## config.mk

```make
export PLATFORM = sky130hd
export DESIGN_NAME = pc_unit
export DESIGN_NICKNAME = d
export VERILOG_FILES = /design/src/rtl/pc_pkg.sv /design/src/rtl/npc_calc.sv /design/src/rtl/pc_unit.sv
export SDC_FILE = /design/constraint.sdc
export NUM_CORES = 1
export LEC_CHECK = 0
export ABC_AREA = 1
export CAP_MARGIN = 20
export CORE_MARGIN = 2
export CORE_UTILIZATION = 44
export DETAILED_ROUTE_END_ITERATION = 10
export GPL_TIMING_DRIVEN = 0
export PLACE_DENSITY = 0.78
export SYNTH_ARGS = -nofsm -noshare
export SYNTH_HDL_FRONTEND = slang
export SYNTH_SLANG_ARGS = --single-unit
```

## constraint.sdc

```tcl
create_clock -name clk -period 2.75 [get_ports clk]
set_input_delay 0.55 -clock clk [delete_from_list [all_inputs] [get_ports clk]]
set_output_delay 0.55 -clock clk [all_outputs]
set_load 0.01 [all_outputs]
```

## src/rtl/pc_pkg.sv

```systemverilog
// pc_pkg: shared encodings for the PC unit.
//   pc_op_e    - next-PC select (SEQ, BR, J, JR)
//   pc_state_e - fetch FSM states (BOOT, REQ, HOLD)
//   PC_RESET_DEFAULT - default PC after reset
package pc_pkg;

    typedef enum logic [1:0] {
        PC_OP_SEQ = 2'b00,
        PC_OP_BR  = 2'b01,
        PC_OP_J   = 2'b10,
        PC_OP_JR  = 2'b11
    } pc_op_e;

    typedef enum logic [1:0] {
        ST_BOOT = 2'b00,
        ST_REQ  = 2'b01,
        ST_HOLD = 2'b10
    } pc_state_e;

    localparam logic [31:0] PC_RESET_DEFAULT = 32'h0000_3000;

endpackage

```

## src/rtl/npc_calc.sv

```systemverilog
// npc_calc: combinational next-PC arithmetic.
//   pc       - current PC
//   pc_op    - next-PC select (pc_op_e encoding)
//   imm16    - signed branch offset in words
//   target26 - j/jal instruction index
//   rs_data  - jr target (low two bits dropped so PC stays word aligned)
//   pc_plus4 - pc + 4 (link value)
//   npc      - selected next PC
// All arithmetic is modulo 2^32; wrap-around is silent.
module npc_calc
    import pc_pkg::*;
(
    input  logic [31:0] pc,
    input  logic [1:0]  pc_op,
    input  logic [15:0] imm16,
    input  logic [25:0] target26,
    input  logic [31:0] rs_data,
    output logic [31:0] pc_plus4,
    output logic [31:0] npc
);

    logic [31:0] br_off;

    assign pc_plus4 = pc + 32'd4;
    // word offset sign-extended and scaled to bytes
    assign br_off   = {{14{imm16[15]}}, imm16, 2'b00};

    always_comb begin
        npc = pc_plus4;
        case (pc_op)
            PC_OP_SEQ: npc = pc_plus4;
            PC_OP_BR:  npc = pc_plus4 + br_off;
            PC_OP_J:   npc = {pc_plus4[31:28], target26, 2'b00};
            PC_OP_JR:  npc = rs_data & ~32'd3;
            default:   npc = pc_plus4;
        endcase
    end

endmodule

```

## src/rtl/pc_unit.sv

```systemverilog
// pc_unit: program counter, fetch handshake FSM and retired-instruction counter.
//   clk, rst_n  - clock, asynchronous active-low reset
//   pc_op       - next-PC select (00 seq, 01 branch, 10 j/jal, 11 jr)
//   imm16       - signed branch word offset
//   target26    - j/jal index
//   rs_data     - jr target
//   stall       - hold PC; wins over if_ack
//   if_ack      - instruction word returned for if_addr
//   if_req      - fetch request (registered, high in REQ)
//   if_addr, pc - current PC
//   pc_plus4    - pc + 4
//   retired     - committed PC update count (wraps silently)
//   addr_err    - misaligned jr target flag
// Optional feature: define PC_ALIGN_CHECK_EN to block misaligned jr commits
// and raise addr_err on the blocked cycle; otherwise jr low bits are
// cleared and addr_err is tied low.
module pc_unit
    import pc_pkg::*;
#(
    parameter logic [31:0] RESET_PC = PC_RESET_DEFAULT,
    parameter int          CNT_W    = 32
) (
    input  logic             clk,
    input  logic             rst_n,
    input  logic [1:0]       pc_op,
    input  logic [15:0]      imm16,
    input  logic [25:0]      target26,
    input  logic [31:0]      rs_data,
    input  logic             stall,
    input  logic             if_ack,
    output logic             if_req,
    output logic [31:0]      if_addr,
    output logic [31:0]      pc,
    output logic [31:0]      pc_plus4,
    output logic [CNT_W-1:0] retired,
    output logic             addr_err
);

    pc_state_e   state;
    logic [31:0] npc;
    logic        attempt;
    logic        blocked;
    logic        commit;

    npc_calc u_npc (
        .pc       (pc),
        .pc_op    (pc_op),
        .imm16    (imm16),
        .target26 (target26),
        .rs_data  (rs_data),
        .pc_plus4 (pc_plus4),
        .npc      (npc)
    );

    // A commit is attempted on an acked fetch in REQ, or on leaving HOLD.
    assign attempt = !stall && ((state == ST_REQ && if_ack) || state == ST_HOLD);

`ifdef PC_ALIGN_CHECK_EN
    assign blocked  = (pc_op == PC_OP_JR) && (rs_data[1:0] != 2'b00);
    assign addr_err = attempt && blocked;
`else
    assign blocked  = 1'b0;
    assign addr_err = 1'b0;
`endif

    assign commit  = attempt && !blocked;
    assign if_addr = pc;

    always_ff @(posedge clk or negedge rst_n) begin
        if (!rst_n) begin
            state   <= ST_BOOT;
            if_req  <= 1'b0;
            pc      <= RESET_PC;
            retired <= '0;
        end else begin
            case (state)
                ST_BOOT: begin
                    state  <= ST_REQ;
                    if_req <= 1'b1;
                end
                ST_REQ: begin
                    // word arrived but pipeline is stalled: park in HOLD
                    if (if_ack && stall) begin
                        state  <= ST_HOLD;
                        if_req <= 1'b0;
                    end
                end
                ST_HOLD: begin
                    if (!stall) begin
                        state  <= ST_REQ;
                        if_req <= 1'b1;
                    end
                end
                default: begin
                    state  <= ST_BOOT;
                    if_req <= 1'b0;
                end
            endcase
            if (commit) begin
                pc      <= npc;
                retired <= retired + CNT_W'(1);
            end
        end
    end

endmodule

```

# Word-level counts from Yosys, hierarchy flattened
# Cells that the tools add are included.
[op_classes]
add_sub_neg = 3
multipliers = 0
div = 0
magnitude_cmp = 0
n_eq_ne = 7
shift = 0
mux = 7
bitwise_logic = 0
n_reduce_logical = 8
[op_table]
columns = ["op", "count"]
rows = [
  ["32-bit one-hot mux with 4 select lines", 1],
  ["32-bit by 1-bit adder with 32-bit output, second input constant", 1],
  ["32-bit by 3-bit adder with 32-bit output, second input constant", 1],
  ["32-bit adder", 1],
  ["2-bit == test, second input constant", 3],
  ["2-bit one-hot mux with 3 select lines", 1],
  ["2-bit by 1-bit == test with 1-bit output, second input constant", 2],
  ["2-bit zero test", 2],
  ["2-bit 2-to-1 mux", 2],
  ["1-bit logical AND", 3],
  ["1-bit one-hot mux with 3 select lines", 1],
  ["1-bit 2-to-1 mux", 2],
  ["2-bit by 1-bit != test with 1-bit output, second input constant", 1],
  ["2-bit != test, second input constant", 1],
  ["2-bit AND reduction", 1],
  ["1-bit zero test", 1],
  ["1-bit logical OR", 1],
]
[word_totals]
ff_bits = 67
latchBits = 0
ramBits = 0
rom_bits = 0
wordCells = 29
mem_count = 0

# Longest topological paths before layout
# Gate-level depths: netlist of the first run.
[logic_depth]
ltp_word = 4
mapped_depth = 24
depth_no_buf = 24

# Modules after synthesis
# From an unflattened synthesis of the first run, not the netlist that was laid out.
[unflattened]
cells_unflattened = 1148
hier_area_um2 = 7074.3
[by_module_without_submodules]
columns = ["module", "instances", "cells_per_inst", "area_each_um2", "seq_area_each_um2"]
rows = [
  ["npc_calc", 1, 711, 3614.7, 0.0],
  ["pc_unit", 1, 437, 3459.6, 1654.1],
]

# Least setup slack after synthesis of the first run
# No wires, ideal clock.
[synth_timing]
path_kind = "reg-to-reg"
startpoint = "register pc[3], in the netlist if_addr[3]"
endpoint = "register pc[15], in the netlist if_addr[15]"
setup_time_ps = 116
t_arrival_ps = 2763
required_time_ps = 2634
setup_slack_ps = -129
stages_incl_launch_ff = 18
path_buffers = 0
cell_sequence = "dfrtp_1 ha_1 nand2_1 nor2_2 nand2_2 nor2_2 xor2_1 ha_1 nand2_1 inv_1 nand2_1 nand2_1 a21oi_1 nand2_1 or2_2 nand3_1 a21o_1 nand2_1"
[synth_via]
elab_chain_cells = 3
[synth_rtl]
columns = ["element", "line_no", "text"]
rows = [
  ["start, declared", "pc_unit.sv:33", "output logic [31:0] pc,"],
  ["start signal, assigned", "pc_unit.sv:100", "pc <= npc;"],
  ["32-bit by 3-bit adder with 32-bit output", "npc_calc.sv:24", "assign pc_plus4 = pc + 32'd4;"],
  ["via pc_plus4[14]", "pc_unit.sv:34", "output logic [31:0] pc_plus4,"],
  ["32-bit adder", "npc_calc.sv:32", "PC_OP_BR: npc = pc_plus4 + br_off;"],
  ["32-bit one-hot mux with 4 select lines", "npc_calc.sv:30", "case (pc_op)"],
]
# The timed path passes the listed nets, and every way through them passes these cells.
# A chain may end at the register's enable or synchronous reset.

# Final worst setup path of the first run
[layout_timing]
startpoint = "register pc[9], in the netlist if_addr[9]"
endpoint = "register pc[16], in the netlist if_addr[16]"
[layout_via]
elab_chain_cells = 3
[layout_rtl]
columns = ["element", "line_no"]
rows = [
  ["32-bit by 3-bit adder with 32-bit output (*)", "npc_calc.sv:24"],
  ["32-bit adder", "npc_calc.sv:32"],
  ["32-bit one-hot mux with 4 select lines (*)", "npc_calc.sv:30"],
]
# Every way passes the cells marked *; elsewhere a longest branch is shown, timed or not.

==> key figures, run 1 <==
Die
  – Row count: 46
  – Initial Util: 0.446
  – Die height: 130 µm
  – Core area: 0.0157 mm²
  – Die ar.: 0.0170 mm²
  – I/O pin count: 210
  – Die Span X: 130 µm

Layout
  – Layout cell share with drive strength beyond 1: 0.334
  – Core Util, Final: 0.761
  – P&R area growth vs syn: 70.6%
  – ANT cells: 0
  – Layout Nets: 1,562

Placed design
  – DP Wirelength: 21,100 µm
  – Count of input and output buffers: 198
  – GP Congestion: 0.959
  – Pre-CTS setup slack: -0.831 ns

STA
  – RSZ-0062 raised after global routing: yes
  – Final period demand of the worst path: 3.21 ns
  – Worst Skew: 0.0144 ns
  – Fin crit share: 1.17
  – Final count of hold timing violations: 0
  – Slew headroom: 0.289
  – Worst-margin pin slew: 1.07 ns
  – Final hold slack: 0.295 ns
  – Final worst slack: -0.464 ns
  – Max Slew Vio Count: 0
  – Fmax achieved: 311 MHz
  – Final setup viols: 27

Logic synthesis
  – Syn avg cell area: 6.12 µm²
  – Mux cell area share after synthesis: 0
  – Compound-gate portion of the synthesized area: 0.0994
  – Async SR Flop Fraction: 1.00
  – Yosys warns: 0
  – Largest family of logic cells by synthesized area: simple AND/OR/NAND/NOR gates
  – Cells after Synth: 1,145
  – Sequential share of the synthesized area: 0.229
  – Ys flop type: dfrtp_1
  – XOR/XNOR Fraction of Synth Area: 0.0700
  – Synthesized area: 0.00701 mm²
  – Synth Area in Adders: 0.0725
  – Synthesis-stage register bit count: 64
  – Post-synth EDFFs: 0
  – Synth Area in Simple Gates: 0.388
  – Cell variety after synth: 42

Run status
  – Violated checks: setup timing
  – Status: finished with violations

CTS
  – Clock transition at path regs: 0.07 ns
  – Clock Tree Buf Depth: 2
  – Clk root buf: clkbuf_16
  – CTS Hold Bufs: 0
  – H-Tree Level Count: 3
  – Clock net sink count: 64
  – Inserted Clock Buffers: 9
  – Clock Latency Late Sink: 0.35 ns
  – CTS tree: built

GRT
  – GRT Util Overall: 0.339
  – Grt total ovfl: 0
  – Initial antenna violation count: 0
  – Largest net degree at the start of global routing: 65
  – First-pass GRT wire length: 44,000 µm
  – Number of global-route vias before repair: 8,462

Setup path
  – Crit path required time: 3.03 ns
  – Critical path's top delay family: simple AND/OR/NAND/NOR gates
  – Endpoint class of the critical path: flip-flop
  – Largest stage delay on the critical path: 0.47 ns
  – Crit path max fanout: 5
  – Crit Path Class: flip-flop to flip-flop
  – CP Data Arrival Time: 3.50 ns
  – CP bufs+invs: 2
  – Worst path cell trace: clkinvlp_4 > nor3_4 > nand2_2 > nor2_4 > xor2_2 > inv_2 > ha_1 > nand2_1 > nor2_4 > o21ai_0 > nand2_1 > o21ai_0 > nand3_1 > nand3_2 > nand2_1 > nand2_1
  – Startpoint types: flip-flop
  – Most used cell, CP: nand2_1
  – CP max-delay cell: dfrtp_2

Routing
  – ANT nets after route: 0
  – Via count: 9,457
  – Router iterations before antenna repair: 7
  – Final WL: 32,200 µm
  – Routed length per instance: 19.3 µm
  – Vias per Instance: 5.69
  – Initial DRC count: 1,017
  – Residual DRC: 0

Power and ir drop
  – Leakage: 5.50 nW
  – Total power: 10.6 mW
  – Worst VDD drop: 0.000699 V
  – Power Density: 888 mW/mm²

Flow run
  – Max Cap Violations: 0

Worst hold path
  – Worst hold path type: input pin to asynchronous set/reset pin
[worst paths after layout]
check / start / to / slack [ns] / cells past startpoint
max reg2reg: if_addr[9] / if_addr[16] / -0.46 / 16
max: if_addr[9] / if_addr[16] / -0.46 / 16
min reg2reg: retired[21] / retired[21] / 0.50 / 1
min: rst_n / if_addr[28] / 0.29 / 1
min in group clk: retired[21] / retired[21] / 0.50 / 1
max in group asynchronous: rst_n / if_addr[7] / 1.85 / 1
[cell usage in the layout, fill, tap and decap left out, types with 9 or more instances in the layout]
cell type / instances
o21ai_0: 19
nor2_4: 31
xnor2_1: 15
ha_4: 25
nand2_1: 309
a21oi_2: 19
nand2_2: 59
inv_2: 33
dfrtp_2: 17
clkbuf_1: 11
xor2_1: 17
o21ai_1: 9
nor3_1: 17
clkbuf_2: 9
nand3_2: 27
inv_1: 122
clkdlybuf4s50_1: 172
a21oi_1: 32
ha_1: 13
buf_4: 108
nor2_1: 58
xor2_2: 14
nor2_2: 22
nand2_4: 20
dfrtp_1: 45
buf_6: 11
nand4_1: 28
nand3_1: 41
clkbuf_16: 9
[through the flow]
step	cells	cell area, µm²	setup TNS, ns
after global routing	1663	12000	-8.92
after detailed placement	1565	9330	-13.11
after floorplan	1151	7080	0
final	1663	12000	-6.58
after CTS	1626	10900	-2.32
after global placement	1565	9330	-77.23
[synthesized netlist by cell type, types with 2 or more instances]
cell type  instances  area share
dfrtp_1           62        0.22
nand3_2            5      0.0071
nand2_2            2      0.0018
o21bai_1           6      0.0064
dfstp_2            2      0.0075
o21ai_0           37       0.026
a21o_1             2      0.0021
nor3_2             3      0.0043
xnor2_1           17       0.021
o22ai_1            4      0.0036
nor3_1            25       0.018
a221oi_1           8       0.010
clkbuf_1          10      0.0054
nor4_1             2      0.0018
a21oi_1           56       0.040
buf_4             37       0.040
buf_2              7      0.0050
nor2_4             3      0.0048
nand3b_1           3      0.0032
buf_1              3      0.0016
ha_1              39       0.070
nor2_1            99       0.053
o211ai_1           3      0.0032
clkinv_1           2      0.0011
nand3_1           69       0.049
or2_2              2      0.0018
a22o_1             3      0.0037
nand2_1          388        0.21
inv_1            160       0.086
xor2_1            39       0.049
nand4_1           28       0.025
nor2_2             9      0.0080
[repair_timing]
action                                  CTS  global route
buffers inserted                         45            40
pin swaps                                54            88
endpoints found under the setup margin   49            46
gates resized for setup                 239           231
cloned                                    0             0
[layout make-up]
cell class / instances / area, µm²
multi-input combinational: 866 / 6110
clock inverter: 6 / 92.6
tap: 216 / 270
clock buffer: 10 / 229
sequential: 64 / 1630
timing repair buffer: 280 / 2630
inverter: 163 / 628
fill: 1084 / 3750
buffer: 58 / 373
[sequential cells by signal (all words and copies together), names as in the netlist]
register	count
if_addr	30
if_req	1
retired	32
state	1
[power by group]
group          total (mW)  switching [mW]  internal (mW)
Combinational        7.70            4.25           3.44
Clock                1.28           0.485          0.799
Sequential           1.64           0.449           1.19
[logic make-up (layout without fill, tap and decap cells)]
kind of cell / Yosys count / in the layout
and+or+nand+nor: 640 / 640
buffers and inverters: 221 / 517
AOI/OAI and AO/OA: 123 / 123
DFF: 64 / 64
xor gates and xnor gates: 56 / 56
adders and majority gates: 40 / 40
other: 1 / 7
[metal layers]
layer  GRT usage  wire length (µm)
met1       0.415             11700
met2       0.550             14200
met3      0.0853              3650
met4       0.186              2660
met5           0                 0
(Power assumes the default switching activity.)
==> inputs of run 2 (changes only) <==
--- a/config.mk
+++ b/config.mk
@@ -15,3 +15,4 @@
 export SYNTH_ARGS = -nofsm -noshare
 export SYNTH_HDL_FRONTEND = slang
 export SYNTH_SLANG_ARGS = --single-unit
+export TNS_END_PERCENT = 10
==> key figures, run 2 (synthesis results as in run 1) <==
Run status
  – Status: finished with violations
  – Violated checks: setup timing

Routing
  – Final WL: 28,900 µm (-10%)
  – Residual DRC: 0 (unchanged)
  – Routed length per instance: 17.8 µm (-7.9%)
  – Via count: 8,677 (-8.2%)
  – Vias per Instance: 5.35 (-5.9%)
  – Initial DRC count: 726 (-29%)
  – Router iterations before antenna repair: 7 (unchanged)
  – ANT nets after route: 0 (unchanged)

STA
  – Fmax achieved: 314 MHz (+0.83%)
  – Slew headroom: 0.307 (+0.0172)
  – Final worst slack: -0.438 ns (+0.0263 ns)
  – Worst Skew: 0.00914 ns (-0.00526 ns)
  – Final count of hold timing violations: 0 (unchanged)
  – Fin crit share: 1.16 (-0.00957)
  – RSZ-0062 raised after global routing: yes
  – Final setup viols: 33 (+22%)
  – Worst-margin pin slew: 1.04 ns (-0.0258 ns)
  – Final period demand of the worst path: 3.19 ns (-0.0263 ns)
  – Max Slew Vio Count: 0 (unchanged)

Flow run
  – Max Cap Violations: 0 (unchanged)

Layout
  – Most frequent cells in the layout: nand2_1 (351), clkdlybuf4s50_1 (177), inv_1 (139), nor2_1 (72), buf_4 (71)
  – Layout Nets: 1,520 (-2.7%)
  – Core Util, Final: 0.698 (-0.0631)
  – Most flops, register: retired
  – ANT cells: 0 (unchanged)
  – Final Cell Area: 0.0110 mm² (-8.3%)
  – Layout cell share with drive strength beyond 1: 0.228 (-0.106)
  – Largest register FFs: 32 (unchanged)
  – Most common cell after layout, fill and taps aside: nand2_1
  – P&R area growth vs syn: 56.5%

CTS
  – H-Tree Level Count: 3 (unchanged)
  – Clock Latency Late Sink: 0.34 ns (about the same)
  – Clock Tree Buf Depth: 2 (unchanged)
  – Clock net sink count: 64 (unchanged)
  – Inserted Clock Buffers: 9 (unchanged)
  – Clock transition at path regs: 0.06 ns (about the same)
  – Clk root buf: clkbuf_16
  – CTS tree: built
  – CTS Hold Bufs: 0 (unchanged)

GRT
  – GRT Util Overall: 0.332 (-0.00715)
  – Grt total ovfl: 0 (unchanged)
  – Initial antenna violation count: 0 (unchanged)
  – First-pass GRT wire length: 42,600 µm (-3.4%)
  – Largest net degree at the start of global routing: 65 (unchanged)
  – Number of global-route vias before repair: 8,025 (-5.2%)

Die
  – Die ar.: 0.0170 mm² (unchanged)
  – I/O pin count: 210 (unchanged)
  – Die height: 130 µm (unchanged)
  – Die Span X: 130 µm (unchanged)
  – Row count: 46 (unchanged)
  – Core area: 0.0157 mm² (unchanged)
  – Initial Util: 0.446 (unchanged)

Setup path
  – Crit path max fanout: 4 (-1)
  – CP bufs+invs: 4 (+2)
  – Most used cell, CP: nor2_4
  – CP Data Arrival Time: 3.46 ns (-0.04 ns)
  – Worst path cell trace: inv_4 > nor3_4 > inv_2 > nor2_4 > nand3_2 > xor2_2 > inv_2 > ha_4 > nand2_4 > nor2_4 > inv_4 > nor2_4 > nand4_1 > nand4_1 > nand3_2 > o21ai_2 > nand2_1 > nand2_1
  – Largest stage delay on the critical path: 0.63 ns (+0.16 ns)
  – Startpoint types: flip-flop
  – Critical path's top delay family: simple AND/OR/NAND/NOR gates
  – Reg2reg setup slack: -0.44 ns (+0.03 ns)
  – Crit path required time: 3.02 ns (about the same)
  – CP max-delay cell: dfstp_2
  – Endpoint class of the critical path: flip-flop
  – Crit Path Class: flip-flop to flip-flop

Placed design
  – Pre-CTS setup slack: -0.873 ns (-0.0426 ns)
  – Area post-placement: 0.00932 mm² (-0.11%)
  – DP Wirelength: 21,700 µm (+2.6%)
  – GP Congestion: 1.02 (+6.9%)
  – Count of input and output buffers: 198 (unchanged)

Worst hold path
  – Worst hold path type: input pin to asynchronous set/reset pin

Power and ir drop
  – Worst VDD drop: 0.000656 V (-6.2%)
  – Leakage: 5.14 nW (-6.4%)
  – Power Density: 843 mW/mm² (-5.1%)
[run 2: timing repair]
action / 4_1_cts / 5_1_grt
buffers inserted: 29 / 11
gates resized for setup: 179 / 98
pin swaps: 35 / 33
endpoints found under the setup margin: 48 / 48
[run 2: layout make-up]
class | count | area [µm²]
tap | 216 | 270
fill | 1329 | 4740
timing repair buffer | 238 | 2320
inverter | 163 | 617
clock buffer | 12 | 256
clock inverter | 4 | 51.3
multi-input combinational | 866 | 5460
sequential | 64 | 1620
buffer | 58 | 373
[run 2: worst register-to-register path, cell delays in order, from the launching register on]
cell	delay, ns
dfstp_2	0.63
inv_4	0.07
nor3_4	0.25
inv_2	0.07
nor2_4	0.17
nand3_2	0.11
xor2_2	0.20
inv_2	0.10
ha_4	0.32
nand2_4	0.09
nor2_4	0.14
inv_4	0.07
nor2_4	0.09
nand4_1	0.20
nand4_1	0.19
nand3_2	0.10
o21ai_2	0.13
nand2_1	0.12
nand2_1	0.07
[run 2: metrics by stage]
step	hold slack (ns)	setup TNS, ns	cells	power (mW)
floorplan	0.254	-0.0320	1151	4.42
global placement	0.498	-78.77	1565	6.64
detailed placement	0.492	-15.27	1565	6.68
CTS	0.338	-3.90	1610	8.64
global route	0.362	-10.51	1621	9.84
finish	0.305	-6.46	1621	9.25
[run 2: where the power goes]
| group | switching, mW | leakage, nW | internal (mW) |
|---|---|---|---|
| registers | 0.459 | 0.789 | 1.19 |
| logic | 3.50 | 4.20 | 2.89 |
| clock network | 0.452 | 0.149 | 0.753 |
| total | 4.41 | 5.14 | 4.84 |
[run 2: path summary, 6_finish.rpt]
path | depth (start not counted) | from | end
max in group asynchronous | 1 | rst_n | if_addr[3]
hold reg to reg | 1 | retired[21] | retired[21]
setup / recovery | 18 | if_addr[13] | if_addr[21]
setup reg to reg | 18 | if_addr[13] | if_addr[21]
hold / removal | 1 | rst_n | if_addr[26]
min in group clk | 1 | retired[21] | retired[21]
[run 2: per-layer routing]
metal | vias to the layer above | track usage | wire length, µm
met5 | - | 0 | 0
met1 | 3969 | 0.437 | 11600
met2 | 509 | 0.537 | 13000
met3 | 86 | 0.0566 | 2890
met4 | 0 | 0.149 | 1430
li1 | 4113 | - | -
==> inputs of run 3 (changes only) <==
--- a/config.mk
+++ b/config.mk
@@ -14,5 +14,6 @@
 export PLACE_DENSITY = 0.78
 export SYNTH_ARGS = -nofsm -noshare
 export SYNTH_HDL_FRONTEND = slang
+export SYNTH_HIERARCHICAL = 1
 export SYNTH_SLANG_ARGS = --single-unit
 export TNS_END_PERCENT = 10
==> key figures, run 3 <==
Layout
  – Core Util, Final: 0.704 (+0.00615)
  – ANT cells: 0 (unchanged)
  – P&R area growth vs syn: 57.6%
  – Most frequent cells in the layout: nand2_1 (402), clkdlybuf4s50_1 (184), inv_1 (133), buf_4 (92), nor2_1 (74)
  – Post-route insts no fill: 1,644 (+1.4%)
  – Layout Nets: 1,539 (+1.3%)
  – # fillers: 1,176 (-12%)
  – Most common cell after layout, fill and taps aside: nand2_1
  – Layout cell share with drive strength beyond 1: 0.237 (+0.00893)

Power and ir drop
  – Worst VDD drop: 0.000420 V (-36%)
  – Clock group share of total power: 0.123 (-0.007)
  – Sequential Power Share: 0.186 (+0.008)
  – Leakage: 5.32 nW (+3.5%)
  – Switch share: 0.465 (-0.0127)
  – Power Density: 804 mW/mm² (-4.6%)
  – Switch Pwr: 4.16 mW (-5.6%)
  – Logic gate share of total power: 0.691 (about the same)
  – Total power: 8.96 mW (-3.1%)
  – Int Pwr: 4.80 mW (-0.72%)

Logic synthesis
  – Area leader, netlist: nand2_1
  – Cells after Synth: 1,148 (+0.26%)
  – Area share of the largest cell type after synthesis: 0.231 (+0.0100)
  – Cell variety after synth: 48 (+14%)
  – Synth area leaders: nand2_1 (23%), dfrtp_1 (23%), inv_1 (7.5%), ha_1 (6.2%), nand3_1 (5.7%)
  – Synthesis-stage register bit count: 66 (+3.1%)
  – Count leader, synth: nand2_1
  – Sequential share of the synthesized area: 0.234 (+0.00501)
  – Syn Nets: 1,264
  – Yosys warns: 6 (+6)
  – Synth cell count leaders: nand2_1 (436), inv_1 (142), nor2_1 (95)
  – Ys flop type: dfrtp_1
  – Post-synth EDFFs: 0 (unchanged)
  – Async SR Flop Fraction: 1.00 (unchanged)
  – Synthesized area: 0.00707 mm² (+0.91%)
  – Syn avg cell area: 6.16 µm² (+0.65%)

STA
  – Slew headroom: 0.390 (+0.0837)
  – Final worst slack: -0.454 ns (-0.0167 ns)
  – Worst Skew: 0.00573 ns (-0.00341 ns)
  – Fmax achieved: 312 MHz (-0.52%)
  – RSZ-0062 raised after global routing: yes
  – Final period demand of the worst path: 3.20 ns (+0.0167 ns)
  – Worst-margin pin slew: 0.915 ns (-0.126 ns)
  – Max Slew Vio Count: 0 (unchanged)
  – Final setup viols: 36 (+9.1%)
  – Final count of hold timing violations: 0 (unchanged)
  – Fin crit share: 1.17 (+0.00607)

Setup path
  – Crit Path Class: flip-flop to flip-flop
  – Crit path max fanout: 6 (+2)
  – Worst path cell trace: inv_1 > nor3_4 > nand2_2 > nor2_1 > nand2_1 > xor2_2 > ha_4 > nand2_2 > nor2_2 > nand2_1 > inv_1 > nand4_1 > nand3_1 > nand2_1 > nand3_2 > nand3_2 > nand2_1 > nand2_1
  – Most used cell, CP: nand2_1
  – Critical path's top delay family: simple AND/OR/NAND/NOR gates
  – Startpoint types: flip-flop
  – CP bufs+invs: 2 (-2)
  – CP max-delay cell: dfrtp_2
  – Largest stage delay on the critical path: 0.43 ns (-0.20 ns)
  – Endpoint class of the critical path: flip-flop
  – CP Data Arrival Time: 3.43 ns (-0.03 ns)
  – Crit path required time: 2.97 ns (-0.05 ns)

Flow run
  – Max Cap Violations: 0 (unchanged)

Routing
  – Routed length per instance: 17.6 µm (-1.3%)
  – Via count: 9,177 (+5.8%)
  – ANT nets after route: 0 (unchanged)
  – Router iterations before antenna repair: 5 (-2)
  – Residual DRC: 0 (unchanged)
  – Initial DRC count: 1,060 (+46%)
  – Vias per Instance: 5.58 (+4.3%)
  – Final WL: 28,900 µm (+0.15%)

GRT
  – Initial antenna violation count: 0 (unchanged)
  – GRT Util Overall: 0.301 (-0.0315)
  – Number of global-route vias before repair: 8,148 (+1.5%)
  – Largest net degree at the start of global routing: 67 (+3.1%)
  – First-pass GRT wire length: 39,900 µm (-6.4%)
  – Grt total ovfl: 0 (unchanged)

Placed design
  – GP Congestion: 1.01 (-1.8%)
  – Cells after DPL: 1,570 (+0.32%)
  – DP Wirelength: 20,100 µm (-7.1%)
  – Count of input and output buffers: 206 (+4.0%)
  – Pre-CTS setup slack: -0.626 ns (+0.248 ns)

CTS
  – Clock Tree Buf Depth: 2 (unchanged)
  – Inserted Clock Buffers: 9 (unchanged)
  – Clock transition at path regs: 0.06 ns (about the same)
  – Clk root buf: clkbuf_16
  – CTS tree: built
  – Clock Latency Late Sink: 0.33 ns (about the same)
  – Clock net sink count: 66 (+3.1%)
  – H-Tree Level Count: 3 (unchanged)

Worst hold path
  – Worst hold path type: input pin to asynchronous set/reset pin

Die
  – Die height: 131 µm (+0.44%)
  – Row count: 46 (unchanged)
  – Die Span X: 131 µm (+0.44%)
  – Core area: 0.0158 mm² (+0.73%)
  – Initial Util: 0.447 (+0.000787)
  – Die ar.: 0.0171 mm² (+0.88%)
  – I/O pin count: 210 (unchanged)

Run status
  – Violated checks: setup timing
  – Status: finished with violations
## run 3: changes by cell type after synthesis, sizes merged, moves of 6 or more
cell | previous run | this run
a21oi | 56 | 37
a221oi | 8 | 0
a22o | 3 | 9
inv | 161 | 148
nand2 | 390 | 448
nand3 | 74 | 85
nand4 | 28 | 34
nor3 | 28 | 13
o2111ai | 0 | 6
o21ai | 38 | 21
xor2 | 39 | 25
## run 3: layer usage
metal	share of wire	track usage
met1	0.36	0.370
met2	0.47	0.509
met3	0.10	0.0456
met4	0.063	0.163
met5	0	0
## run 3: cell type report
type                       count  area [µm²]  area share
buffer                        54         368      0.0330
clock buffer                  12         236      0.0212
clock inverter                 4        45.0     0.00404
inverter                     149         566      0.0507
multi-input combinational    879        5480       0.492
sequential                    66        1680       0.150
tap                          216         270      0.0242
timing repair buffer         264        2500       0.225
## run 3: what timing repair did
action,CTS,global route
pin swaps,32,49
hold buffers,0,0
resized for setup,125,107
setup buffers,31,26
hold endpoints to repair,0,0
endpoints found under the setup margin,45,41
## run 3: through the flow
| step | TNS, ns | hold slack [ns] | area (µm²) |
|---|---|---|---|
| 3_5_place_dp | -9.70 | 0.512 | 9490 |
| 4_1_cts | -3.26 | 0.351 | 10500 |
| 5_1_grt | -11.35 | 0.383 | 11100 |
| 2_1_floorplan | -0.00440 | 0.254 | 7160 |
| 6_report | -7.73 | 0.313 | 11100 |
| 3_3_place_gp | -79.16 | 0.508 | 9490 |
## run 3: kinds of logic (layout without fill, tap and decap cells)
kind of cell / after synthesis / in the layout / share of synthesized area
AO/OA/AOI/OAI: 84 / 84 / 0.0713
XOR/XNOR: 39 / 39 / 0.0493
adder cells (fa/ha/maj): 36 / 36 / 0.0647
buffers and inverters: 203 / 483 / 0.131
flip-flops: 66 / 66 / 0.234
other: 1 / 1 / 0.000530
AND/OR/NAND/NOR: 719 / 719 / 0.449
## run 3: worst paths after layout
check,start,endpoint,slack [ns],depth (start not counted)
worst min register to register,retired[12],retired[12],0.52,1
worst max-delay path,if_addr[7],if_addr[24],-0.45,18
worst max register to register,if_addr[7],if_addr[24],-0.45,18
worst min-delay path,rst_n,retired[26],0.31,1
min in group clk,retired[12],retired[12],0.52,1
max in group asynchronous,rst_n,if_addr[2],1.83,1
## run 3: power by group through the flow
stage | Sequential [mW] | Combinational, mW | Clock (mW)
after floorplan | 1.63 | 2.64 | 0
final | 1.67 | 6.19 | 1.10
after global placement | 1.65 | 4.64 | 0
after global routing | 1.70 | 6.56 | 1.17
after detailed placement | 1.66 | 4.71 | 0
after CTS | 1.66 | 5.29 | 1.11
